===== config.mk =====
export PLATFORM = sky130hd
export DESIGN_NAME = mem_port_arbiter
export DESIGN_NICKNAME = d
export VERILOG_FILES = /design/src/rtl/mem_port_arbiter.sv
export SDC_FILE = /design/constraint.sdc
export NUM_CORES = 1
export LEC_CHECK = 0
export BUFFER_PORTS_ARGS = -buffer_cell sky130_fd_sc_hd__buf_4
export CAP_MARGIN = 20
export CORE_MARGIN = 5
export CORE_UTILIZATION = 52
export CTS_CLUSTER_SIZE = 30
export DETAILED_ROUTE_END_ITERATION = 8
export GPL_ROUTABILITY_DRIVEN = 0
export HOLD_SLACK_MARGIN = 0.06
export PLACE_DENSITY = 0.82
export SYNTH_ARGS = -nofsm -noshare
export SYNTH_HDL_FRONTEND = slang
export SYNTH_SLANG_ARGS = --single-unit
export TNS_END_PERCENT = 10

===== constraint.sdc =====
create_clock -name clk -period 2.95 [get_ports clk]
set_input_delay 0.1475 -clock clk [delete_from_list [all_inputs] [get_ports clk]]
set_output_delay 0.1475 -clock clk [all_outputs]
set_load 0.01 [all_outputs]

===== src/rtl/mem_port_arbiter.sv =====
// Shares one memory port between instruction fetch and load/store, one transaction
// in flight at a time, data-first with a bounded streak so fetch cannot starve.
module mem_port_arbiter #(
  parameter int ADDR_W          = 32,
  parameter int DATA_W          = 32,
  parameter int MAX_DATA_STREAK = 4,
  parameter int TIMEOUT_CYCLES  = 64
) (
  input  logic              clk,
  input  logic              reset,
  input  logic              f_req_i,
  input  logic [ADDR_W-1:0] f_addr_i,
  output logic              f_ready_o,
  output logic              f_rvalid_o,
  output logic [DATA_W-1:0] f_rdata_o,
  input  logic              d_req_i,
  input  logic              d_we_i,
  input  logic [ADDR_W-1:0] d_addr_i,
  input  logic [DATA_W-1:0] d_wdata_i,
  input  logic [1:0]        d_size_i,
  output logic              d_ready_o,
  output logic              d_rvalid_o,
  output logic [DATA_W-1:0] d_rdata_o,
  output logic              mem_req_o,
  output logic              mem_we_o,
  output logic [ADDR_W-1:0] mem_addr_o,
  output logic [DATA_W-1:0] mem_wdata_o,
  output logic [1:0]        mem_size_o,
  input  logic              mem_gnt_i,
  input  logic              mem_rvalid_i,
  input  logic [DATA_W-1:0] mem_rdata_i,
  output logic              busy_o,
  output logic              err_o
);

  localparam int STREAK_W = $clog2(MAX_DATA_STREAK + 1);
  localparam int CNT_W    = $clog2(TIMEOUT_CYCLES + 1);

  typedef enum logic [1:0] {
    S_IDLE,
    S_ISSUE,
    S_WAIT
  } state_t;

  state_t              r_state;
  state_t              w_next_state;
  logic                r_owner;
  logic [STREAK_W-1:0] r_streak;
  logic [CNT_W-1:0]    r_cnt;
  logic                r_mem_req;
  logic                r_mem_we;
  logic [ADDR_W-1:0]   r_mem_addr;
  logic [DATA_W-1:0]   r_mem_wdata;
  logic [1:0]          r_mem_size;
  logic                r_f_rvalid;
  logic [DATA_W-1:0]   r_f_rdata;
  logic                r_d_rvalid;
  logic [DATA_W-1:0]   r_d_rdata;
  logic                r_err;
  logic                w_grant_d;
  logic                w_grant_f;
  logic                w_accept;
  logic                w_timeout;

  always_ff @(posedge clk) begin
    if (reset) begin
      r_state <= S_IDLE;
    end else begin
      r_state <= w_next_state;
    end
  end

  // Data wins unless fetch is waiting and data has used up its streak allowance.
  always_comb begin
    w_grant_d    = d_req_i && !(f_req_i && (r_streak == STREAK_W'(MAX_DATA_STREAK)));
    w_grant_f    = f_req_i && !w_grant_d;
    w_accept     = 1'b0;
    w_timeout    = 1'b0;
    w_next_state = r_state;
    case (r_state)
      S_IDLE: begin
        if (w_grant_d || w_grant_f) begin
          w_accept     = 1'b1;
          w_next_state = S_ISSUE;
        end
      end
      S_ISSUE: begin
        if (mem_gnt_i) begin
          w_next_state = S_WAIT;
        end
      end
      S_WAIT: begin
        if (mem_rvalid_i) begin
          w_next_state = S_IDLE;
        end else if (r_cnt == CNT_W'(TIMEOUT_CYCLES - 1)) begin
          w_timeout    = 1'b1;
          w_next_state = S_IDLE;
        end
      end
      default: w_next_state = S_IDLE;
    endcase
  end

  always_ff @(posedge clk) begin
    if (reset) begin
      r_owner     <= 1'b0;
      r_streak    <= '0;
      r_cnt       <= '0;
      r_mem_req   <= 1'b0;
      r_mem_we    <= 1'b0;
      r_mem_addr  <= '0;
      r_mem_wdata <= '0;
      r_mem_size  <= 2'd0;
      r_f_rvalid  <= 1'b0;
      r_f_rdata   <= '0;
      r_d_rvalid  <= 1'b0;
      r_d_rdata   <= '0;
      r_err       <= 1'b0;
    end else begin
      r_f_rvalid <= 1'b0;
      r_d_rvalid <= 1'b0;

      if (w_accept) begin
        r_owner   <= w_grant_d;
        r_mem_req <= 1'b1;
        if (w_grant_d) begin
          r_mem_we    <= d_we_i;
          r_mem_addr  <= d_addr_i;
          r_mem_wdata <= d_wdata_i;
          r_mem_size  <= d_size_i;
        end else begin
          r_mem_we    <= 1'b0;
          r_mem_addr  <= f_addr_i;
          r_mem_wdata <= '0;
          r_mem_size  <= 2'd2;
        end
      end

      if (r_state == S_ISSUE && mem_gnt_i) begin
        r_mem_req <= 1'b0;
        r_cnt     <= '0;
      end

      // A timeout completes the transaction like a response, but with zero data.
      if (r_state == S_WAIT) begin
        if (mem_rvalid_i || w_timeout) begin
          if (r_owner) begin
            r_d_rvalid <= 1'b1;
            r_d_rdata  <= mem_rvalid_i ? mem_rdata_i : '0;
          end else begin
            r_f_rvalid <= 1'b1;
            r_f_rdata  <= mem_rvalid_i ? mem_rdata_i : '0;
          end
          if (!mem_rvalid_i) begin
            r_err <= 1'b1;
          end
        end else begin
          r_cnt <= r_cnt + CNT_W'(1);
        end
      end

      if (!f_req_i) begin
        r_streak <= '0;
      end else if (w_accept && w_grant_f) begin
        r_streak <= '0;
      end else if (w_accept && w_grant_d && (r_streak != STREAK_W'(MAX_DATA_STREAK))) begin
        r_streak <= r_streak + STREAK_W'(1);
      end
    end
  end

  assign f_ready_o   = (r_state == S_IDLE) && w_grant_f;
  assign d_ready_o   = (r_state == S_IDLE) && w_grant_d;
  assign busy_o      = (r_state != S_IDLE);
  assign err_o       = r_err;
  assign mem_req_o   = r_mem_req;
  assign mem_we_o    = r_mem_we;
  assign mem_addr_o  = r_mem_addr;
  assign mem_wdata_o = r_mem_wdata;
  assign mem_size_o  = r_mem_size;
  assign f_rvalid_o  = r_f_rvalid;
  assign f_rdata_o   = r_f_rdata;
  assign d_rvalid_o  = r_d_rvalid;
  assign d_rdata_o   = r_d_rdata;

endmodule


=== Word level (Yosys, flattened, before mapping) ===
Cells that the tools add are included.

* Bitwise operators: 5
* Eq/ne operators: 8
* Reductions and logical operators: 22
* Add/subtract/negate cells: 2
* Mux-type cells: 20

{| class="wikitable"
|+ Operators with widths
! kind !! number
|-
| two-way mux 32 bit || 3
|-
| two-way mux 7 bit || 3
|-
| AND reduction 3 bit || 4
|-
| two-way mux 2 bit || 5
|-
| logical AND 1 bit || 9
|-
| two-way mux 1 bit || 8
|-
| adder 7 x 1 -> 7 bit, second input constant || 1
|-
| == test 7 x 6 -> 1 bit, second input constant || 1
|-
| inequality test 3 bit, second input constant || 2
|-
| one-hot mux 2 bit (3 select lines) || 1
|-
| OR reduction 3 bit || 2
|-
| NOT 1 bit || 5
|-
| inequality test 2 bit, second input constant || 2
|-
| adder 3 x 1 -> 3 bit, second input constant || 1
|-
| == test 3 bit, second input constant || 1
|-
| == test 2 x 1 -> 1 bit, second input constant || 1
|-
| == test 2 bit, second input constant || 1
|-
| logical NOT 1 bit || 2
|-
| logical NOT 2 bit || 1
|-
| logical OR 1 bit || 2
|-
| nonzero test 2 bit || 1
|-
| OR reduction 2 bit || 1
|}

* Logic and storage cells: 71
* Output and inout port bits: 138
* Register bits after elaboration: 148
* Input port bits: 137

=== Longest topological paths before layout ===
* Depth in word-level cells: 11
* Mapped depth: 7
* Depth with buffers taken out: 5

=== Least setup slack after synthesis ===
Ideal clock, no wire load.

* Path kind: register to register
* Start: register r_cnt[0]
* End: register r_f_rdata[23] (netlist: f_rdata_o[23])
* Required time: 2862 ps
* Setup time: 88 ps
* Stages on the path, launching flop included: 7
* Path slack: 1428 ps
* Path buffers: 2
* Arrival time: 1434 ps
* Clock period less this slack: 1522 ps
* Cells stage by stage: dfxtp_1 > ha_1 > and3_1 > a21o_1 > buf_6 > buf_6 > a311oi_2

* Cells in the longest elaborated chain, start to end: 6

{| class="wikitable"
|+ RTL lines
! element !! line !! text
|-
| from (decl) || 49 || <nowiki>logic [CNT_W-1:0] r_cnt;</nowiki>
|-
| from (signal assigned) || 158 || <nowiki>r_cnt <= r_cnt + CNT_W'(1);</nowiki>
|-
| == test 7 x 6 -> 1 bit || 95 || <nowiki>end else if (r_cnt == CNT_W'(TIMEOUT_CYCLES - 1)) begin</nowiki>
|-
| two-way mux 1 bit || 95 ||
|-
| two-way mux 1 bit || 93 || <nowiki>if (mem_rvalid_i) begin</nowiki>
|-
| two-way mux 1 bit || 80 || <nowiki>case (r_state)</nowiki>
|-
| logical OR 1 bit || 146 || <nowiki>if (mem_rvalid_i || w_timeout) begin</nowiki>
|-
| AND reduction 3 bit (no source line) || n/a ||
|-
| to (signal assigned) || 152 || <nowiki>r_f_rdata <= mem_rvalid_i ? mem_rdata_i : '0;</nowiki>
|-
| to (decl) || 56 || <nowiki>logic [DATA_W-1:0] r_f_rdata;</nowiki>
|}

No other way between the ends.
A chain may end at the register's enable or synchronous reset.

=== Worst setup path after layout ===
* Start: register r_state[0]
* End: register r_mem_addr[9] (netlist: mem_addr_o[9])

* Cells in the longest elaborated chain, start to end: 2

{| class="wikitable"
|+ RTL lines
! element !! line !! text
|-
| from (decl) || 45 || <nowiki>state_t r_state;</nowiki>
|-
| from (signal assigned) || 69 || <nowiki>r_state <= w_next_state;</nowiki>
|-
| logical NOT 2 bit || 80 ||
|-
| two-way mux 1 bit || 80 ||
|-
| to (signal assigned) || 128 || <nowiki>r_mem_addr <= d_addr_i;</nowiki>
|-
| to (signal assigned) || 133 || <nowiki>r_mem_addr <= f_addr_i;</nowiki>
|-
| to (decl) || 52 || <nowiki>logic [ADDR_W-1:0] r_mem_addr;</nowiki>
|}

No other way between the ends.

==> impl_metrics.csv <==
group,metric,value,unit
pwr,power_density,546,mW/mm^2
worst_hold_path,hold_class,"input port to register",
drt,vias,7839,
drt,drtPass1Iterations,6,
sta,fin_skew,0.00736,ns
logic_synthesis,ys_ff_latch,148,
drt,wirelength,26800,um
floorplan,die_x,122,um
grt,overflow,0,
floorplan,core-area,0.0121,sq mm
cts,cts_sinks,148,
final_layout,synthToLayoutAreaGrowth,58.1,%
final_layout,final_layout_size_suffix_gt1_frac,0.357,
logic_synthesis,syn-num-nets,844,
logic_synthesis,syn_area,0.00649,sq mm
final_layout,multi_input_area,0.00312,sq mm
final_layout,fin_util,0.847,
critical_path,worst_setup_path_start_kind,"register",
grt,antenna_found_initial,0,
sta,fmax,359,MHz
sta,setup_violations,0,
critical_path,crit_fanout,39,
floorplan,dieArea,0.0148,sq mm
cts,ctsRootBufferMaster,"clkbuf_16",
grt,grt_pass1_vias,7834,
sta,slew_violations,0,
drt,drcViolationCount,0,
drt,wl_per_cell,22.0,um
critical_path,end_kind,"register",
placement,dp_slack,0.854,ns
critical_path,crit_slowest_cell,"nor2_2",
grt,grt_max_degree,67,
final_layout,postLayoutCellArea,0.0103,sq mm
critical_path,crit_chain,"nor2_2 > inv_2 > nor2_2 > a311oi_1 > dlygate4sd3_1",
cts,ctsResizeCount,0,
critical_path,cp.arrival,3.09,ns
placement,placed_cell_area,0.00850,sq mm
floorplan,io_pins,275,
logic_synthesis,synth_edf_count,0,
critical_path,worst_path_most_repeated_cell,"nor2_2",
logic_synthesis,synth_ff_type,"dfxtp_1",
placement,place.port_buffers,274,
critical_path,worstPathRequired,3.25,ns
cts,cts_setup_buffers,0,
final_layout,fillers,657,
floorplan,num_rows,40,
cts,cts_tree,"built",
placement,dp_hpwl,15100,um
sta,period_share,0.945,
logic_synthesis,yosysUniqueCellTypes,46,
cts,ctsHtreeMaxLevel,4,
final_layout,antenna_cells,0,
sta,hold_viol,0,
pwr,p_leak,4.20,nW
cts,clk-insertion-delay-late,0.42,ns
job,drv_cap,0,
sta,slew_headroom,0.251,
drt,ant_nets,0,
run_status,status,"finished clean",
critical_path,crit_type,"register to register",
drt,avgViaCountPerCell,6.44,
cts,cts_buffers,17,
logic_synthesis,yosysWarningCount,0,
cts,cts_buffer_depth,2,
final_layout,regArea,0.00296,sq mm
floorplan,initial_core_util,0.536,
sta,timing.hold.ws,0.0583,ns
logic_synthesis,syn-instance-count,704,
sta,setup_slack,0.163,ns
pwr,ir_drop,0.369,mV
sta,setup_tns,0,ns
sta,fin_crit,2.79,ns
drt,drt_iter0_markers,950,
logic_synthesis,async_reset_ff_frac,0,
grt,grt_usage,0.356,
grt,grt_pass1_wl,41900,um
final_layout,finalNetCount,1176,
logic_synthesis,yosysSeqAreaShare,0.457,
critical_path,max_stage_delay,0.83,ns
sta,rsz0062_at_grt,"false",
cts,clk_pin_slew,0.06,ns
sta,tightest_slew,1.12,ns
floorplan,dieHeight,122,um
logic_synthesis,avgSynthCellArea,9.22,sq um
power breakdown:
part	switching (mW)	internal, mW
Combinational	0.498	0.480
Sequential	0.0747	2.10
Clock	0.825	1.63
Total	1.40	4.21
worst max-delay path: cells and delay by family, from the launching register on:
family | cells | cell delay, ns
compound gates | 1 | 0.18
simple gates | 2 | 1.05
buf+inv | 2 | 0.93
flops | 1 | 0.48
worst paths after layout:
| path | start | to | slack, ns | cells past startpoint |
|---|---|---|---|---|
| worst max-delay path | r_state[0] | mem_addr_o[9] | 0.16 | 5 |
| worst min-delay path | d_addr_i[3] | mem_addr_o[3] | 0.06 | 3 |
| worst max register to register | r_state[0] | mem_addr_o[9] | 0.16 | 5 |
| worst min register to register | err_o | err_o | 0.48 | 2 |
area by class of cell:
type	count	share of cell area
clock buffer	23	0.0495
clock inverter	9	0.0166
inverter	6	0.00219
multi-input combinational	467	0.304
sequential	148	0.289
tap	168	0.0205
timing repair buffer	396	0.318
Yosys cell counts (2+ instances only):
library cell / instances / area, sq um
a211oi_1: 3 / 22.5
a21oi_1: 133 / 666
a311oi_1: 58 / 508
a311oi_2: 38 / 571
and2_1: 2 / 12.5
and3_1: 7 / 43.8
and3b_1: 3 / 26.3
and4b_1: 2 / 20.0
buf_2: 30 / 150
buf_4: 2 / 15.0
buf_6: 9 / 101
clkbuf_1: 42 / 158
dfxtp_1: 148 / 2960
ha_1: 3 / 37.5
inv_1: 5 / 18.8
mux2_2: 2 / 22.5
mux2i_1: 2 / 20.0
nand2_1: 37 / 139
nand3_1: 74 / 370
nor2_1: 3 / 11.3
nor3_1: 4 / 20.0
nor3b_1: 2 / 15.0
nor3b_2: 2 / 25.0
o21a_1: 3 / 22.5
o21ai_0: 25 / 125
o21ai_1: 43 / 215
o221a_1: 2 / 22.5
o311a_1: 2 / 20.0
placed cells by master (no fill, tap or decap), types with 2 or more instances in the layout:
master         count
buf_4            286
dfxtp_1          148
a21oi_1          133
dlygate4sd3_1    108
nand3_1           73
a311oi_1          58
o21ai_1           43
a311oi_2          38
nand2_1           37
o21ai_0           25
clkbuf_16         17
and3_1             7
clkbuf_8           6
inv_1              5
bufinv_16          5
nor3_1             4
clkinv_2           4
nor2_2             3
o21a_1             3
and3b_1            3
a211oi_1           3
ha_1               3
and2_1             2
nor3b_4            2
nor3b_1            2
and4b_1            2
mux2i_1            2
nor2_1             2
mux2_2             2
o311a_1            2
o221a_1            2
buf_12             2
metal layers:
metal,global-route usage,vias to the layer above,wire length (um)
met4,0.226,0,1860
met5,0,-,0
met3,0.0929,167,2580
met2,0.588,616,13100
met1,0.409,3698,9230
li1,-,3358,-
cells by family after synthesis:
logic type,count (synthesis),synth area share
compound gates,313,0.344
flops,148,0.457
buf+inv,90,0.0694
fa+ha+maj,3,0.00578
mux,5,0.00829
simple gates,145,0.116
registers in the layout, summed over array words and instances, names as in the netlist, 2 cells and up:
signal and count:
f_rdata_o 32, mem_addr_o 32, d_rdata_o 32, mem_size_o 2, r_state 2, r_cnt 7, mem_wdata_o 32, r_streak 3
repair_timing:
item                       4_1_cts  5_1_grt
hold endpoints to repair        82        0
setup endpoints to repair        0        1
hold buffers                   108        0
stage by stage:
| stage | instances | power (mW) |
|---|---|---|
| 2_1_floorplan | 704 | 2.58 |
| 3_3_place_gp | 1076 | 2.95 |
| 3_5_place_dp | 1076 | 2.98 |
| 4_1_cts | 1216 | 5.54 |
| 5_1_grt | 1217 | 5.77 |
| 6_report | 1217 | 5.61 |
No activity file was read; power rests on OpenSTA's default activity.
